## config.mk

```make
export PLATFORM = sky130hd
export DESIGN_NAME = pedo_cmd_sequencer
export DESIGN_NICKNAME = d
export VERILOG_FILES = /design/src/rtl/pedo_pkg.sv /design/src/rtl/pedo_frame_parser.sv /design/src/rtl/pedo_cmd_sequencer.sv
export SDC_FILE = /design/constraint.sdc
export NUM_CORES = 1
export LEC_CHECK = 0
export CAP_MARGIN = 20
export CORE_MARGIN = 1.5
export CORE_UTILIZATION = 40
export DETAILED_ROUTE_END_ITERATION = 16
export GPL_TIMING_DRIVEN = 0
export SETUP_SLACK_MARGIN = 0.4
export SLEW_MARGIN = 20
export SYNTH_ARGS = -nofsm -noshare
export SYNTH_HDL_FRONTEND = slang
export SYNTH_SLANG_ARGS = --single-unit
export TNS_END_PERCENT = 100
```

## constraint.sdc

```tcl
create_clock -name clk -period 7.18 [get_ports clk]
set_clock_uncertainty 0.15 [all_clocks]
set_input_delay 2.154 -clock clk [delete_from_list [all_inputs] [get_ports clk]]
set_output_delay 2.154 -clock clk [all_outputs]
set_load 0.02 [all_outputs]
```

## src/rtl/pedo_pkg.sv

```systemverilog
// Shared definitions for the pedometer command sequencer: header opcodes,
// operand widths and the sequencer state encoding.
package pedo_pkg;

    localparam int ADDR_W = 3;
    localparam int DATA_W = 8;

    localparam logic [1:0] CMD_COUNT  = 2'b00;
    localparam logic [1:0] CMD_WEIGHT = 2'b01;
    localparam logic [1:0] CMD_FLUSH  = 2'b10;
    localparam logic [1:0] CMD_RSVD   = 2'b11;

    typedef enum logic [2:0] {
        ST_HDR     = 3'd0,
        ST_ARG0    = 3'd1,
        ST_ARG1    = 3'd2,
        ST_ISSUE_W = 3'd3,
        ST_ISSUE_D = 3'd4,
        ST_ISSUE_C = 3'd5
    } pedo_state_e;

endpackage

```

## src/rtl/pedo_frame_parser.sv

```systemverilog
// Collects header + argument bytes from the host stream. frame_valid pulses
// combinationally in the cycle the final byte is accepted so the issuer can
// raise its strobe on that same edge.
module pedo_frame_parser
    import pedo_pkg::*;
(
    input  logic              clk,
    input  logic              reset,
    input  logic              i_enable,
    input  logic              in_valid,
    input  logic [7:0]        in_data,
    output logic              in_ready,
    output logic              o_frame_valid,
    output logic [1:0]        o_opcode,
    output logic [DATA_W-1:0] o_arg0,
    output logic [DATA_W-1:0] o_arg1,
    output logic              o_reserved,
    output pedo_state_e       o_state
);

    pedo_state_e       r_state;
    logic [1:0]        r_op;
    logic [DATA_W-1:0] r_arg0;
    logic              w_acc;
    logic [1:0]        w_hdr_op;

    assign in_ready = i_enable;
    assign w_acc    = in_valid & i_enable;
    assign w_hdr_op = in_data[7:6];

    always_ff @(posedge clk or negedge reset) begin
        if (!reset) begin
            r_state <= ST_HDR;
            r_op    <= CMD_COUNT;
            r_arg0  <= '0;
        end else if (w_acc) begin
            case (r_state)
                ST_HDR: begin
                    // FLUSH and reserved headers are single-byte frames
                    if (w_hdr_op == CMD_COUNT || w_hdr_op == CMD_WEIGHT) begin
                        r_op    <= w_hdr_op;
                        r_state <= ST_ARG0;
                    end
                end
                ST_ARG0: begin
                    r_arg0  <= in_data;
                    r_state <= ST_ARG1;
                end
                default: r_state <= ST_HDR;
            endcase
        end
    end

    assign o_frame_valid = w_acc && ((r_state == ST_ARG1) ||
                                     (r_state == ST_HDR && w_hdr_op == CMD_FLUSH));
    assign o_opcode      = (r_state == ST_HDR) ? w_hdr_op : r_op;
    assign o_arg0        = r_arg0;
    assign o_arg1        = in_data;
    assign o_reserved    = w_acc && (r_state == ST_HDR) && (w_hdr_op == CMD_RSVD);
    assign o_state       = r_state;

endmodule

```

## src/rtl/pedo_cmd_sequencer.sv

```systemverilog
// Issues countSteps / updateWeights / dualUpdateWeights to the pedometer core,
// pairing consecutive weight writes into dual updates via a one-entry pending slot.
module pedo_cmd_sequencer
    import pedo_pkg::*;
#(
    parameter int FLUSH_TIMEOUT = 16,
    parameter int TMR_W         = 5
) (
    input  logic              clk,
    input  logic              reset,
    input  logic              in_valid,
    input  logic [7:0]        in_data,
    output logic              in_ready,
    input  logic              cmd_ready,
    output logic              countSteps,
    output logic              updateWeights,
    output logic              dualUpdateWeights,
    output logic [DATA_W-1:0] A,
    output logic [DATA_W-1:0] B,
    output logic [ADDR_W-1:0] Addr1,
    output logic [DATA_W-1:0] Data1,
    output logic [ADDR_W-1:0] Addr2,
    output logic [DATA_W-1:0] Data2,
    output logic              err_opcode,
    output pedo_state_e       o_dbg_state
);

    localparam logic             TMO_EN   = (FLUSH_TIMEOUT != 0);
    localparam logic [TMR_W-1:0] TMO_LAST = TMR_W'(FLUSH_TIMEOUT - 1);

    pedo_state_e       r_state;
    logic              r_rdy;
    logic              r_cnt, r_upd, r_dual, r_err;
    logic [DATA_W-1:0] r_a, r_b, r_data1, r_data2;
    logic [ADDR_W-1:0] r_addr1, r_addr2;
    logic              r_pend_v;
    logic [ADDR_W-1:0] r_pend_addr;
    logic [DATA_W-1:0] r_pend_data;
    logic              r_after_cnt;
    logic [DATA_W-1:0] r_cnt_a, r_cnt_b;
    logic [TMR_W-1:0]  r_tmr;

    logic              w_frame_valid, w_reserved, w_tmr_run;
    logic [1:0]        w_opcode;
    logic [DATA_W-1:0] w_arg0, w_arg1;
    logic [ADDR_W-1:0] w_waddr;
    pedo_state_e       w_parser_state;

    pedo_frame_parser u_parser (
        .clk          (clk),
        .reset        (reset),
        .i_enable     (r_rdy),
        .in_valid     (in_valid),
        .in_data      (in_data),
        .in_ready     (in_ready),
        .o_frame_valid(w_frame_valid),
        .o_opcode     (w_opcode),
        .o_arg0       (w_arg0),
        .o_arg1       (w_arg1),
        .o_reserved   (w_reserved),
        .o_state      (w_parser_state)
    );

    assign w_waddr   = w_arg0[ADDR_W-1:0];
    // Flush timer only ages a pending weight while the host is silent between frames
    assign w_tmr_run = TMO_EN && r_pend_v && (w_parser_state == ST_HDR) && !in_valid;

    always_ff @(posedge clk or negedge reset) begin
        if (!reset) begin
            r_state     <= ST_HDR;
            r_rdy       <= 1'b0;
            r_cnt       <= 1'b0;
            r_upd       <= 1'b0;
            r_dual      <= 1'b0;
            r_err       <= 1'b0;
            r_a         <= '0;
            r_b         <= '0;
            r_addr1     <= '0;
            r_data1     <= '0;
            r_addr2     <= '0;
            r_data2     <= '0;
            r_pend_v    <= 1'b0;
            r_pend_addr <= '0;
            r_pend_data <= '0;
            r_after_cnt <= 1'b0;
            r_cnt_a     <= '0;
            r_cnt_b     <= '0;
            r_tmr       <= '0;
        end else begin
            case (r_state)
                ST_HDR: begin
                    r_rdy <= 1'b1;
                    if (w_reserved) r_err <= 1'b1;
                    if (w_frame_valid) begin
                        r_tmr <= '0;
                        case (w_opcode)
                            CMD_COUNT: begin
                                r_cnt_a <= w_arg0;
                                r_cnt_b <= w_arg1;
                                r_rdy   <= 1'b0;
                                // An older pending weight must reach the core before the count
                                if (r_pend_v) begin
                                    r_state     <= ST_ISSUE_W;
                                    r_after_cnt <= 1'b1;
                                    r_upd       <= 1'b1;
                                    r_addr1     <= r_pend_addr;
                                    r_data1     <= r_pend_data;
                                end else begin
                                    r_state <= ST_ISSUE_C;
                                    r_cnt   <= 1'b1;
                                    r_a     <= w_arg0;
                                    r_b     <= w_arg1;
                                end
                            end
                            CMD_WEIGHT: begin
                                if (!r_pend_v || r_pend_addr == w_waddr) begin
                                    r_pend_v    <= 1'b1;
                                    r_pend_addr <= w_waddr;
                                    r_pend_data <= w_arg1;
                                end else begin
                                    r_state <= ST_ISSUE_D;
                                    r_rdy   <= 1'b0;
                                    r_dual  <= 1'b1;
                                    r_addr1 <= r_pend_addr;
                                    r_data1 <= r_pend_data;
                                    r_addr2 <= w_waddr;
                                    r_data2 <= w_arg1;
                                end
                            end
                            default: begin
                                if (r_pend_v) begin
                                    r_state     <= ST_ISSUE_W;
                                    r_rdy       <= 1'b0;
                                    r_after_cnt <= 1'b0;
                                    r_upd       <= 1'b1;
                                    r_addr1     <= r_pend_addr;
                                    r_data1     <= r_pend_data;
                                end
                            end
                        endcase
                    end else if (w_tmr_run) begin
                        if (r_tmr == TMO_LAST) begin
                            r_tmr       <= '0;
                            r_state     <= ST_ISSUE_W;
                            r_rdy       <= 1'b0;
                            r_after_cnt <= 1'b0;
                            r_upd       <= 1'b1;
                            r_addr1     <= r_pend_addr;
                            r_data1     <= r_pend_data;
                        end else begin
                            r_tmr <= r_tmr + 1'b1;
                        end
                    end else begin
                        r_tmr <= '0;
                    end
                end
                ST_ISSUE_W: begin
                    if (cmd_ready) begin
                        r_upd    <= 1'b0;
                        r_addr1  <= '0;
                        r_data1  <= '0;
                        r_pend_v <= 1'b0;
                        if (r_after_cnt) begin
                            r_state <= ST_ISSUE_C;
                            r_cnt   <= 1'b1;
                            r_a     <= r_cnt_a;
                            r_b     <= r_cnt_b;
                        end else begin
                            r_state <= ST_HDR;
                            r_rdy   <= 1'b1;
                        end
                    end
                end
                ST_ISSUE_D: begin
                    if (cmd_ready) begin
                        r_dual   <= 1'b0;
                        r_addr1  <= '0;
                        r_data1  <= '0;
                        r_addr2  <= '0;
                        r_data2  <= '0;
                        r_pend_v <= 1'b0;
                        r_state  <= ST_HDR;
                        r_rdy    <= 1'b1;
                    end
                end
                ST_ISSUE_C: begin
                    if (cmd_ready) begin
                        r_cnt   <= 1'b0;
                        r_a     <= '0;
                        r_b     <= '0;
                        r_state <= ST_HDR;
                        r_rdy   <= 1'b1;
                    end
                end
                default: begin
                    r_state <= ST_HDR;
                    r_rdy   <= 1'b0;
                end
            endcase
        end
    end

    assign countSteps        = r_cnt;
    assign updateWeights     = r_upd;
    assign dualUpdateWeights = r_dual;
    assign A                 = r_a;
    assign B                 = r_b;
    assign Addr1             = r_addr1;
    assign Data1             = r_data1;
    assign Addr2             = r_addr2;
    assign Data2             = r_data2;
    assign err_opcode        = r_err;
    assign o_dbg_state       = (r_state == ST_HDR) ? w_parser_state : r_state;

endmodule
```

* After elaboration in Yosys (flattened, before gate mapping)
Cells that the tools add are included.
** Word-level totals
- Bits in registers :: 93
- Input port bits :: 12
- Output and inout port bits :: 46
** Cells by class
- Add/subtract/negate cells :: 1
- Equal/unequal tests :: 34
- Multiplexer cells :: 89
- Bitwise gates (word level) :: 1
- Reductions and logical operators :: 37
** Operators with widths (number)
- $mux 8 :: 20
- $mux 3 :: 20
- $pmux 8 s3 :: 2
- $pmux 8 s2 :: 2
- $mux 1 :: 29
- $pmux 3 s2 :: 4
- $ne 2x2->1 const B :: 10
- $reduce_and 6->1 :: 3
- $mux 5 :: 3
- $reduce_and 5->1 :: 3
- $ne 2x1->1 const B :: 6
- $pmux 1 s2 :: 5
- $reduce_bool 2->1 :: 5
- $pmux 3 s3 :: 1
- $reduce_and 3->1 :: 3
- $ne 4x4->1 const B :: 2
- $reduce_and 7->1 :: 1
- $eq 3x2->1 const B :: 2
- $eq 3x3->1 const B :: 2
- $logic_and 1x1->1 :: 6
- $logic_not 3->1 :: 2
- $ne 3x2->1 const B :: 2
- $ne 3x3->1 const B :: 2
- $pmux 1 s3 :: 2
- other kinds (16) :: 25

* Longest topological paths before layout
Gate-level depths: netlist (run 1).
- Word-level depth :: 6
- Mapped depth :: 8
- Mapped depth without buffers :: 6

* Hierarchy
A second synthesis (run 1) with hierarchy kept.
** Second synthesis, totals
- Cell total of the unflattened synthesis :: 360
- Area total of the unflattened synthesis :: 4176.5 um^2
** By module, submodules not included
- pedo_cmd_sequencer :: times used 1, cells each 312, area each 3577.2 um^2, seq. area each 2001.9 um^2
- pedo_frame_parser :: times used 1, cells each 48, area each 599.3 um^2, seq. area each 300.3 um^2

* Worst setup path after synthesis (run 1)
No wires, ideal clock.
- Path kind :: input-to-reg
- Start :: input port in_data[6]
- End :: register r_cnt_b[5]
- Library setup time :: 0.125 ns
- Arrival :: 3.773 ns
- Data required time :: 6.905 ns
- Path slack :: 3.132 ns
- Cell stages on the path :: 6
- Buffers on the path :: 2
- Cell sequence :: buf_2 > nand2b_1 > a211o_1 > nor3_4 > buf_2 > mux2_2
** On the way
- Longest elaborated chain between the ends :: 5
** RTL lines
- from (decl) :: RTL line pedo_cmd_sequencer.sv:12 : input logic [7:0] in_data,
- $eq 2x2->1 :: RTL line pedo_frame_parser.sv:55 : (r_state == ST_HDR && w_hdr_op == CMD_FLUSH));
- $logic_and 1x1->1 :: RTL line pedo_frame_parser.sv:55
- $logic_or 1x1->1 :: RTL line pedo_frame_parser.sv:54 : assign o_frame_valid = w_acc && ((r_state == ST_ARG1) ||
- $logic_and 1x1->1 :: RTL line pedo_frame_parser.sv:54
- $reduce_and 3->1 (no line) (*)
- to (signal assigned) :: RTL line pedo_cmd_sequencer.sv:99 : r_cnt_b <= w_arg1;
- to (decl) :: RTL line pedo_cmd_sequencer.sv:40 : logic [DATA_W-1:0] r_cnt_a, r_cnt_b;
Mark *: on every way between the ends. The rest lies on a longest branch, timed or not.
A chain may end at the register's enable or synchronous reset.

* Final worst setup path (run 1)
- Start :: register r_state[1]
- End :: output port o_dbg_state[0]
** On the way
- Longest elaborated chain between the ends :: 2
** RTL lines
- from (decl) :: RTL line pedo_cmd_sequencer.sv:31 : pedo_state_e r_state;
- from (signal assigned) :: RTL line pedo_cmd_sequencer.sv:70 : r_state <= ST_HDR;
- from (signal assigned) :: RTL line pedo_cmd_sequencer.sv:103 : r_state <= ST_ISSUE_W;
- from (signal assigned) :: RTL line pedo_cmd_sequencer.sv:109 : r_state <= ST_ISSUE_C;
- $logic_not 3->1 :: RTL line pedo_cmd_sequencer.sv:213 : assign o_dbg_state = (r_state == ST_HDR) ? w_parser_state : r_state;
- $mux 3 :: RTL line pedo_cmd_sequencer.sv:213
- to (decl) :: RTL line pedo_cmd_sequencer.sv:25 : output pedo_state_e o_dbg_state
Every way passes these cells.

==> summary.md, run 1 <==
| Metric | Value |
|---|---|
| Total Negative Setup Slacks | 0 ns |
| Tot GR Track Use | 0.1728 |
| Quantity of hold-fixing buffers added after cts | 0 |
| Dpl hpwl | about 6100 um |
| Worst vdd rail ir drop | between 0.00015 and 0.0002 V |
| Leakage Power | between 2 and 2.5 nW |
| Required time of the critical path | just under 5 ns |
| Combinational family with the most area after synthesis | multiplexers |
| Critical path data arrival time | ~2.4 ns |
| Register area share after synthesis | 0.5586 |
| Port-buffer cells | 56 |
| Starting density of the core | 0.4178 |
| Buffers from clock root to sink, at most | 2 |
| Number of H-tree levels | 3 |
| FILL cells | 877 |
| Time the final worst path needs with I/O delays and setup | between 4 and 5 ns |
| Violation count after the first detailed-route iteration | between 150 and 200 |
| Multiplexer area fraction after synthesis | 0.1688 |
| Dominant cell type by area after synthesis | dfrtp_1 |
| Final core area utilization | 0.5169 |
| Final setup violating endpoints | 0 |
| Top cells by area in the synthesized netlist | dfrtp_1 (56%), mux2_2 (13%), a22o_1 (6.4%), mux2i_1 (2.7%), nand2_1 (1.7%) |
| First-pass GRT wire length | ~15000 um |
| Total area of sequential cells | approximately 2300 sq um |
| Kind of start point of the critical path | register |
| Hold crit path type | reg2reg |
| Relative area change from synthesis to final layout | 23.71% |
| Final standard cell count with taps included and fillers excluded | about 530 |
| Height of the chip | between 100 and 150 um |
| Post-synthesis sequential element count | 92 |
| Standard cell core area | slightly below 10000 sq um |
| Number of top-level design ports | just under 60 |
| Detailed-route wire length | just under 9000 um |
| Number of clock buffers inserted by TritonCTS | 9 |
| Root buffer cell | clkbuf_8 |
| Ratio of total power to cell area | 426.0 nW/um^2 |
| DR vias | 2805 |
| Post-synth net total | approximately 340 |
| Final Hold Viols | 0 |
| Simple-gate area share of the yosys netlist | 0.08106 |
| Placer Congestion | slightly below 0.9 |
| Worst slew pin tran | between 0.7 and 0.8 ns |
| Cell area after placement | slightly below 5000 sq um |
| Width of the die | about 100 um |
| Multi-input gate area in the final layout | ~1600 sq um |
| Clock tree from TritonCTS | done |
| Clock sink count | 92 |
| Post-CTS setup buffer count | 0 |
| Total congestion overflow after global routing | 0 |
| Via density per instance | between 5 and 6 |
| Part of the power in the clock network | 0.178 |
| Design internal power | 1.382 mW |
| Row Count | 36 |
| Total power of the final layout | 2.172 mW |
| Arithmetic-cell share of the synthesized area counting full adders, half adders and majority gates | 0.003036 |
| Crit share post-route | 0.6555 |
| Share of the synthesized area in compound gates (AO/OA/AOI/OAI) | 0.1375 |
| Sequential share of power | 0.374 |
| Count of unresolved DRC violations after routing | 0 |
| Power dissipated by switching net loads | a little under 0.8 mW |
| Total non-filler cell area in the finished layout | roughly 5100 sq um |
| Clk pin slew, worst setup/hold paths | roughly 0.080 ns |
| Nets | approximately 410 |
| Mean Syn Cell Area | 12.64 sq um |
| Synthesized-area fraction occupied by xor and xnor cells | 0.008500 |
| Antenna violation net count after detailed routing | 0 |
| Main flop type after synthesis | dfrtp_1 |
| Post-cts repair resize count | 0 |
| Router iterations before antenna repair | 4 |
| Critical Path End Type | output pin |
| Cell count after synthesis | around 330 |
| Maximum clock frequency | 0.2125 GHz |
| Status | complete, no violations |
| Unrepaired setup endpoints after global routing | false |
| Final Max Tran Viols | 0 |
| Die area | 10920 sq um |
| Yosys warning count | 0 |
| Top cell type's share of synthesized area | 0.5586 |
| Maximum number of pins on one net before global-route repair | 76 |
| Netlist Area Pre-Place | roughly 4100 sq um |
| Number of violations of the max-capacitance limit | 0 |
| Netlist cell types | between 50 and 60 |
| Number of inserted diodes | 0 |
| Placed cells | a little over 500 |
| Async set-or-reset flop fraction in the synthesized netlist | 1.000 |
| Share of layout cells above drive strength 1 | 0.2231 |
| Share of total power in combinational logic | 0.448 |
| Number of antenna violations at the first check in global routing | 0 |
| Vias in the first global route | 2830 |
| DR WL/cell | roughly 17 um |
| Worst Path Class, Setup | reg2out |
| Clock latency on the worst-skew pair | about 0.35 ns |
| Switching part of the total | 0.3639 |
| Number of flops mapped to enable cells by yosys | 0 |
| Relative slew slack | 0.5057 |
| Critical path fanouts, max | 10 |
-- per-layer routing --
metal | up-vias | GRT usage | routed length [um]
li1 | 1332 | - | -
met3 | 12 | 0.02193 | 248
met5 | - | 0 | 0
met2 | 60 | 0.2617 | 4033
met1 | 1401 | 0.2505 | 4499
met4 | 0 | 0.06944 | 149
-- flip-flops by register name, summed over array words and instances (netlist names), 5 cells and up --
register	cells
r_cnt_a	8
Data1	8
B	8
r_tmr	5
r_cnt_b	8
u_parser.o_arg0	8
r_pend_data	8
Data2	8
A	8
-- power groups by stage --
stage	Sequential [mW]	Combinational, mW	Clock [mW]
after CTS	0.812	0.983	0.397
after global placement	0.816	0.966	0
final	0.813	0.973	0.387
after detailed placement	0.821	0.979	0
after global routing	0.837	1.06	0.418
after floorplan	0.890	0.574	0
-- path summary, 6_finish.rpt --
path	to	from	slack (ns)	cells past startpoint
worst min register to register	err_opcode	err_opcode	0.32	1
max in group asynchronous	r_state[0]	reset	4.79	2
worst max register to register	Addr2[1]	u_parser.o_state[0]	4.61	6
min in group asynchronous	r_tmr[4]	reset	1.48	1
worst min-delay path	err_opcode	err_opcode	0.32	1
worst max-delay path	o_dbg_state[0]	r_state[1]	2.47	5
-- synth_stat cells (4+ instances only) --
master	instances
buf_2	8
dfrtp_1	92
nand2_1	19
buf_6	4
o21ai_0	9
nand2b_1	4
a21oi_1	8
mux2_2	48
inv_1	15
nand3_1	4
a31oi_1	4
a22o_1	30
nor2_1	8
mux2_1	4
mux2i_1	11
clkbuf_1	9
xor2_1	4
-- area by class of cell --
cell class,instances,area share
Buffer,21,0.02331
Multi-Input combinational cell,198,0.3225
Sequential cell,92,0.4515
Clock inverter,6,0.01840
Tap cell,133,0.03264
Timing Repair Buffer,57,0.1156
Inverter,15,0.01104
Clock buffer,10,0.02503
-- kinds of logic (layout without fill, tap and decap cells) --
group,after synthesis,after routing
and+or+nand+nor,59,59
DFF,92,92
AOI/OAI and AO/OA,71,71
adders and majority gates,1,1
muxes,63,63
xor gates and xnor gates,4,4
buffers and inverters,36,109
-- cells in the final DEF, fill, tap and decap left out, types with 9 or more instances in the layout --
cell type	netlist	routed
clkbuf_1	9	10
dfrtp_1	92	92
mux2i_1	11	11
clkbuf_8	0	9
inv_1	15	15
mux2_2	48	48
a22o_1	30	30
nand2_1	19	19
o21ai_0	9	9
clkdlybuf4s50_1	0	55
-- critical path: stages (launching register included) --
cell             delay (ns)
dfrtp_1                0.36
buf_2                  0.17
or2_2                  0.32
nor2_1                 0.41
a21o_1                 0.19
clkdlybuf4s50_1        0.59
-- per-stage QoR --
step | setup WS, ns | hold WS [ns]
6_report | 2.473 | 0.3181
5_1_grt | 2.371 | 0.3427
4_1_cts | 2.469 | 0.3254
3_5_place_dp | 2.271 | 0.3059
3_3_place_gp | 0.3246 | 0.3026
2_1_floorplan | 3.132 | 0.3005
Note: power is estimated with default switching activity, not from simulation.
==> run 2: changes to the inputs <==
==> constraint.sdc (replaced) <==
create_clock -name clk -period 3.8 [get_ports clk]
set_clock_uncertainty 0.15 [all_clocks]
set_input_delay 1.14 -clock clk [delete_from_list [all_inputs] [get_ports clk]]
set_output_delay 1.14 -clock clk [all_outputs]
set_load 0.02 [all_outputs]
==> run 2 against run 1 <==
Sequential power grew 89%. Combinational power grew 91%. Largest power group unchanged. Global-route usage is essentially flat. Sequential share of layout area shrank 0.60 points. Highest routed layer unchanged. Non-clock buffer count grew 5. Wire length grew 0.28%. Register-to-register slack lost 3.3 ns. Final cell count grew 0.94%. Sequential cell count is the same. Setup slack lost 2.0 ns. First-iteration DRC count shrank 30%. Via count grew 0.32%.
==> summary.md, run 2 (synthesis gave the netlist of run 1 again) <==
| Metric | Value |
|---|---|
| Status | complete, no violations (unchanged) |
| Dpl hpwl | 6131 um (unchanged) |
| Count of unresolved DRC violations after routing | 0 (unchanged) |
| Most common cell after layout, fill and taps aside | dfrtp_1 (unchanged) |
| Final setup violating endpoints | 0 (unchanged) |
| DR WL/cell | 16.68 um (was 16.79 um) |
| First-pass GRT wire length | 14810 um (was 14800 um) |
| Antenna violation net count after detailed routing | 0 (unchanged) |
| Number of inserted diodes | 0 (unchanged) |
| Cell area after placement | 4877 sq um (unchanged) |
| Worst slew pin tran | 0.7438 ns (was 0.7387 ns) |
| Violation count after the first detailed-route iteration | 127 (was 182) |
| Number of top-level design ports | 58 (unchanged) |
| Kind of start point of the critical path | register (unchanged) |
| Clock sink count | 92 (unchanged) |
| Hold crit path type | reg2reg (unchanged) |
| Nets | 412 (was 407) |
| Placed cells | 516 (unchanged) |
| Row Count | 36 (unchanged) |
| Root buffer cell | clkbuf_8 (unchanged) |
| Final standard cell count with taps included and fillers excluded | 537 (was 532) |
| Width of the die | 104.5 um (unchanged) |
| Final Max Tran Viols | 0 (unchanged) |
| Standard cell core area | 9864 sq um (unchanged) |
| Final Hold Viols | 0 (unchanged) |
| Total congestion overflow after global routing | 0 (unchanged) |
| Clk pin slew, worst setup/hold paths | 0.09 ns (was 0.08 ns) |
| Worst Path Class, Setup | reg2out (unchanged) |
| Maximum number of pins on one net before global-route repair | 76 (unchanged) |
| Crit share post-route | 0.8634 |
| Die area | 10920 sq um (unchanged) |
| Number of clock buffers inserted by TritonCTS | 9 (unchanged) |
| Number of antenna violations at the first check in global routing | 0 (unchanged) |
| Most frequent cells in the layout | dfrtp_1 (92), clkdlybuf4s50_1 (53), mux2_2 (48) (was dfrtp_1 (92), clkdlybuf4s50_1 (55), mux2_2 (48)) |
| Number of violations of the max-capacitance limit | 0 (unchanged) |
| Relative slew slack | 0.5023 (was 0.5057) |
| Detailed-route wire length | 8956 um (was 8931 um) |
| Port-buffer cells | 56 (unchanged) |
| Starting density of the core | 0.4178 (unchanged) |
| Tot GR Track Use | 0.1732 (was 0.1728) |
| Maximum clock frequency | 0.3048 GHz |
| Unrepaired setup endpoints after global routing | true (was false) |
| Leakage Power | 2.386 nW (was 2.350 nW) |
| Critical Path End Type | output pin (unchanged) |
| Share of layout cells above drive strength 1 | 0.2450 (was 0.2231) |
| Clock latency on the worst-skew pair | 0.35 ns (about the same) |
| Total non-filler cell area in the finished layout | 5167 sq um (was 5099 sq um) |
| Critical path fanouts, max | 10 (unchanged) |
| Height of the chip | 104.5 um (unchanged) |
| Relative area change from synthesis to final layout | 25.38% (was 23.71%) |
| Buffers from clock root to sink, at most | 2 (unchanged) |
| Router iterations before antenna repair | 4 (unchanged) |
| Worst hold-check slack | 0.3185 ns (was 0.3181 ns) |
| Clock tree from TritonCTS | done (unchanged) |
| Number of H-tree levels | 3 (unchanged) |
| Vias in the first global route | 2820 (was 2830) |
| Worst vdd rail ir drop | 0.0003409 V (was 0.0001796 V) |
| DR vias | 2814 (was 2805) |
| Total Negative Setup Slacks | 0 ns (unchanged) |
| Via density per instance | 5.240 (was 5.273) |
| Critical path data arrival time | 1.99 ns (was 2.40 ns) |
| Placer Congestion | 0.8713 (unchanged) |
| Ratio of total power to cell area | 799.3 nW/um^2 (was 426.0 nW/um^2) |
| Time the final worst path needs with I/O delays and setup | approximately 3.3 ns |
| Required time of the critical path | 2.51 ns (was 4.88 ns) |
| FILL cells | 875 (was 877) |
[run 2: path summary, 6_finish.rpt]
| path | start | end | slack, ns | depth (start not counted) |
|---|---|---|---|---|
| min | err_opcode | err_opcode | 0.32 | 1 |
| min in group asynchronous | reset | r_tmr[4] | 0.46 | 1 |
| max | r_state[2] | o_dbg_state[2] | 0.52 | 4 |
| min reg2reg | err_opcode | err_opcode | 0.32 | 1 |
| max reg2reg | r_state[2] | Data1[5] | 1.34 | 8 |
| max in group asynchronous | reset | r_state[0] | 2.43 | 2 |
[run 2: final cells by class]
cell class | instances | area (sq um) | share of cell area
Clock buffer | 10 | 127.6 | 0.02470
Sequential cell | 92 | 2302 | 0.4455
Clock inverter | 6 | 93.84 | 0.01816
Tap cell | 133 | 166.4 | 0.03220
Timing Repair Buffer | 62 | 633.1 | 0.1225
Buffer | 21 | 120.1 | 0.02324
Multi-Input combinational cell | 198 | 1668 | 0.3228
Inverter | 15 | 56.30 | 0.01090
[run 2: where the power goes]
part	switching, mW	leakage, nW	internal (mW)	total, mW
clock network	0.354	0.107	0.377	0.731
registers	0.211	1.19	1.33	1.54
logic	0.948	1.09	0.915	1.86
[run 2: per-layer routing]
metal	vias to the layer above	share of wire	wire, um	global-route usage
met4	0	0.016	143	0.06944
met1	1405	0.50	4461	0.2501
li1	1333	-	-	-
met5	-	0	0	0
met2	66	0.46	4093	0.2636
met3	10	0.029	258	0.02193
[run 2: critical path: stages (launching register included)]
cell and delay (ns):
dfrtp_1 0.35, buf_6 0.12, clkbuf_1 0.42, clkbuf_1 0.15, clkdlybuf4s50_1 0.60
[run 2: repair_timing]
item / 4_1_cts / 5_1_grt
hold buffers: 0 / 0
pin swaps: 0 / 1
gates resized for setup: 5 / 5
endpoints found under the hold margin: 0 / 0
setup endpoints to repair: 20 / 36
setup buffers: 0 / 5
[run 2: through the flow]
step	worst slack [ns]	power, mW	utilization
CTS	0.3847	4.142	0.5175
detailed placement	-0.09526	3.401	0.4944
global placement	-2.041	3.369	0.4915
finish	0.5193	4.130	0.5238
global route	0.3748	4.391	0.5238
floorplan	0.7658	2.767	-
==> run 3: changes to the inputs <==
--- a/config.mk
+++ b/config.mk
@@ -7,9 +7,10 @@
 export LEC_CHECK = 0
 export CAP_MARGIN = 20
 export CORE_MARGIN = 1.5
-export CORE_UTILIZATION = 40
+export CORE_UTILIZATION = 49
 export DETAILED_ROUTE_END_ITERATION = 16
 export GPL_TIMING_DRIVEN = 0
+export PLACE_DENSITY = 0.76
 export SETUP_SLACK_MARGIN = 0.4
 export SLEW_MARGIN = 20
 export SYNTH_ARGS = -nofsm -noshare
==> run 3 against run 2 <==
Register-to-register slack got worse by 0.05 ns. Core utilization rose by 9.7 points. Largest power group unchanged. Sequential cell count stayed put. Clock power is 8.2% lower. First-iteration DRC count rose by 33%. Sequential share of layout area increased by 0.81 points. Setup slack worse by 0.0082 ns. Maximum frequency is 0.25% lower. Largest cell class unchanged. Combinational power barely moved. Clock-buffer cell count is the same.
==> summary.md, run 3 (synthesis gave the netlist of run 1 again) <==
| Metric | Value |
|---|---|
| Worst Path Class, Setup | reg2out (unchanged) |
| Root buffer cell | clkbuf_8 (unchanged) |
| Number of inserted diodes | 0 (unchanged) |
| Number of violations of the max-capacitance limit | 0 (unchanged) |
| Critical Path End Type | output pin (unchanged) |
| Critical path fanouts, max | 10 (unchanged) |
| Ordered list of cells on the worst path | buf_2, or3_4, buf_6, clkbuf_1, o21bai_1, clkbuf_2 (was buf_6, clkbuf_1, clkbuf_1, clkdlybuf4s50_1) |
| Maximum clock frequency | 0.3041 GHz (was 0.3048 GHz) |
| Standard cell core area | 8175 sq um (was 9864 sq um) |
| Violation count after the first detailed-route iteration | 169 (was 127) |
| Via density per instance | 5.671 (was 5.240) |
| Row Count | 33 (was 36) |
| Starting density of the core | 0.5041 (was 0.4178) |
| Buffers from clock root to sink, at most | 2 (unchanged) |
| Die area | 8970 sq um (was 10920 sq um) |
| Relative slew slack | 0.4527 (was 0.5023) |
| Dpl hpwl | 6161 um (was 6131 um) |
| Hold crit path type | reg2reg (unchanged) |
| Final Max Tran Viols | 0 (unchanged) |
| Share of layout cells above drive strength 1 | 0.2375 (was 0.2450) |
| Final Hold Viols | 0 (unchanged) |
| Share of total power in combinational logic | 0.460 (was 0.451) |
| Height of the chip | 94.71 um (was 104.5 um) |
| Clock sink count | 92 (unchanged) |
| Nets | 408 (was 412) |
| Total Negative Setup Slacks | 0 ns (unchanged) |
| Quantity of hold-fixing buffers added after cts | 0 (unchanged) |
| Crit share post-route | 0.8655 (was 0.8634) |
| Most common cell after layout, fill and taps aside | dfrtp_1 (unchanged) |
| Relative area change from synthesis to final layout | 23.13% (was 25.38%) |
| DR WL/cell | 17.33 um (was 16.68 um) |
| Clk pin slew, worst setup/hold paths | 0.09 ns (about the same) |
| Required time of the critical path | 2.51 ns (about the same) |
| Number of antenna violations at the first check in global routing | 0 (unchanged) |
| Part of the power in the clock network | 0.164 (was 0.177) |
| Count of unresolved DRC violations after routing | 0 (unchanged) |
| Placer Congestion | 0.8313 (was 0.8713) |
| Width of the die | 94.71 um (was 104.5 um) |
| First-pass GRT wire length | 14460 um (was 14810 um) |
| Router iterations before antenna repair | 4 (unchanged) |
| Design internal power | 2.557 mW (was 2.617 mW) |
| Tot GR Track Use | 0.2115 (was 0.1732) |
| Ratio of total power to cell area | 805.9 nW/um^2 (was 799.3 nW/um^2) |
| Maximum number of pins on one net before global-route repair | 57 (was 76) |
| Time the final worst path needs with I/O delays and setup | 3.289 ns (was 3.281 ns) |
| Worst slew pin tran | 0.8179 ns (was 0.7438 ns) |
| Status | complete, no violations (unchanged) |
| Worst hold-check slack | 0.3347 ns (was 0.3185 ns) |
| Cell at the slowest stage of the critical path | dfrtp_1 (was clkdlybuf4s50_1) |
| Unrepaired setup endpoints after global routing | true (unchanged) |
| Kind of start point of the critical path | register (unchanged) |
| Vias in the first global route | 2871 (was 2820) |
| Detailed-route wire length | 8751 um (was 8956 um) |
| Worst vdd rail ir drop | 0.0004168 V (was 0.0003409 V) |
| Largest stage delay, worst path | 0.37 ns (was 0.60 ns) |
| Number of clock buffers inserted by TritonCTS | 9 (unchanged) |
| Port-buffer cells | 56 (unchanged) |
| Total congestion overflow after global routing | 0 (unchanged) |
| Number of H-tree levels | 3 (unchanged) |
| Antenna violation net count after detailed routing | 0 (unchanged) |
| Leakage Power | 2.354 nW (was 2.386 nW) |
| Most frequent cells in the layout | dfrtp_1 (92), clkdlybuf4s50_1 (53), mux2_2 (48) (unchanged) |
| DR vias | 2864 (was 2814) |
| Number of top-level design ports | 58 (unchanged) |
| Final setup violating endpoints | 0 (unchanged) |
| Clock latency on the worst-skew pair | 0.36 ns (was 0.35 ns) |
| Switching part of the total | 0.3748 (was 0.3664) |
| Power dissipated by switching net loads | 1.533 mW (was 1.513 mW) |
| Critical path data arrival time | 2.00 ns (was 1.99 ns) |
| Clock tree from TritonCTS | done (unchanged) |
| Sequential share of power | 0.376 (was 0.372) |
-- run 3: per-stage QoR --
stage	cell area (sq um)	std cells	worst slack (ns)	total power, mW	util
3_5_place_dp	4838	488	-0.1483	3.404	0.5918
5_1_grt	5075	505	0.3692	4.330	0.6208
2_1_floorplan	4121	326	0.7658	2.767	-
6_report	5075	505	0.5111	4.090	0.6208
3_3_place_gp	4813	487	-1.838	3.343	0.5888
4_1_cts	5044	504	0.3643	4.074	0.6169
-- run 3: timing repair --
item,4_1_cts,5_1_grt
buffers inserted,0,1
pin swaps,0,1
gates cloned,0,0
resized for setup,5,6
endpoints found under the setup margin,29,50
-- run 3: worst paths after layout --
path / start / cells past startpoint / to / slack (ns)
hold / removal: r_tmr[4] / 1 / r_tmr[4] / 0.33
max in group asynchronous: reset / 2 / r_pend_data[1] / 2.30
setup / recovery: r_state[1] / 6 / o_dbg_state[1] / 0.51
hold reg to reg: r_tmr[4] / 1 / r_tmr[4] / 0.33
setup reg to reg: r_state[1] / 6 / r_state[0] / 1.29
min in group asynchronous: reset / 1 / Data1[4] / 0.59
-- run 3: layout make-up --
| class | count | area [sq um] |
|---|---|---|
| Buffer | 21 | 120.1 |
| Clock inverter | 6 | 71.32 |
| Tap cell | 105 | 131.4 |
| Clock buffer | 10 | 127.6 |
| Fill cell | 679 | 3100 |
| Multi-Input combinational cell | 198 | 1679 |
| Inverter | 15 | 56.30 |
| Timing Repair Buffer | 58 | 586.8 |
| Sequential cell | 92 | 2302 |
-- run 3: power by group through the flow --
stage / combinational [mW] / sequential (mW) / clock (mW)
finish: 1.88 / 1.54 / 0.671
global route: 2.03 / 1.58 / 0.720
CTS: 1.86 / 1.54 / 0.681
detailed placement: 1.85 / 1.56 / 0
global placement: 1.81 / 1.53 / 0
floorplan: 1.09 / 1.68 / 0
-- run 3: worst max-delay path, delay by kind of cell, from the launching register on --
| family | cells | cell delay [ns] |
|---|---|---|
| AO/OA/AOI/OAI | 1 | 0.19 |
| AND/OR/NAND/NOR | 1 | 0.34 |
| buffers and inverters | 4 | 0.74 |
| flip-flops | 1 | 0.37 |
-- run 3: layer usage --
metal / vias up / track usage / share of wire
met5: - / 0 / 0
met4: 0 / 0.07338 / 0.014
met3: 11 / 0.02496 / 0.039
met2: 71 / 0.3304 / 0.49
met1: 1460 / 0.3055 / 0.46
li1: 1322 / - / -
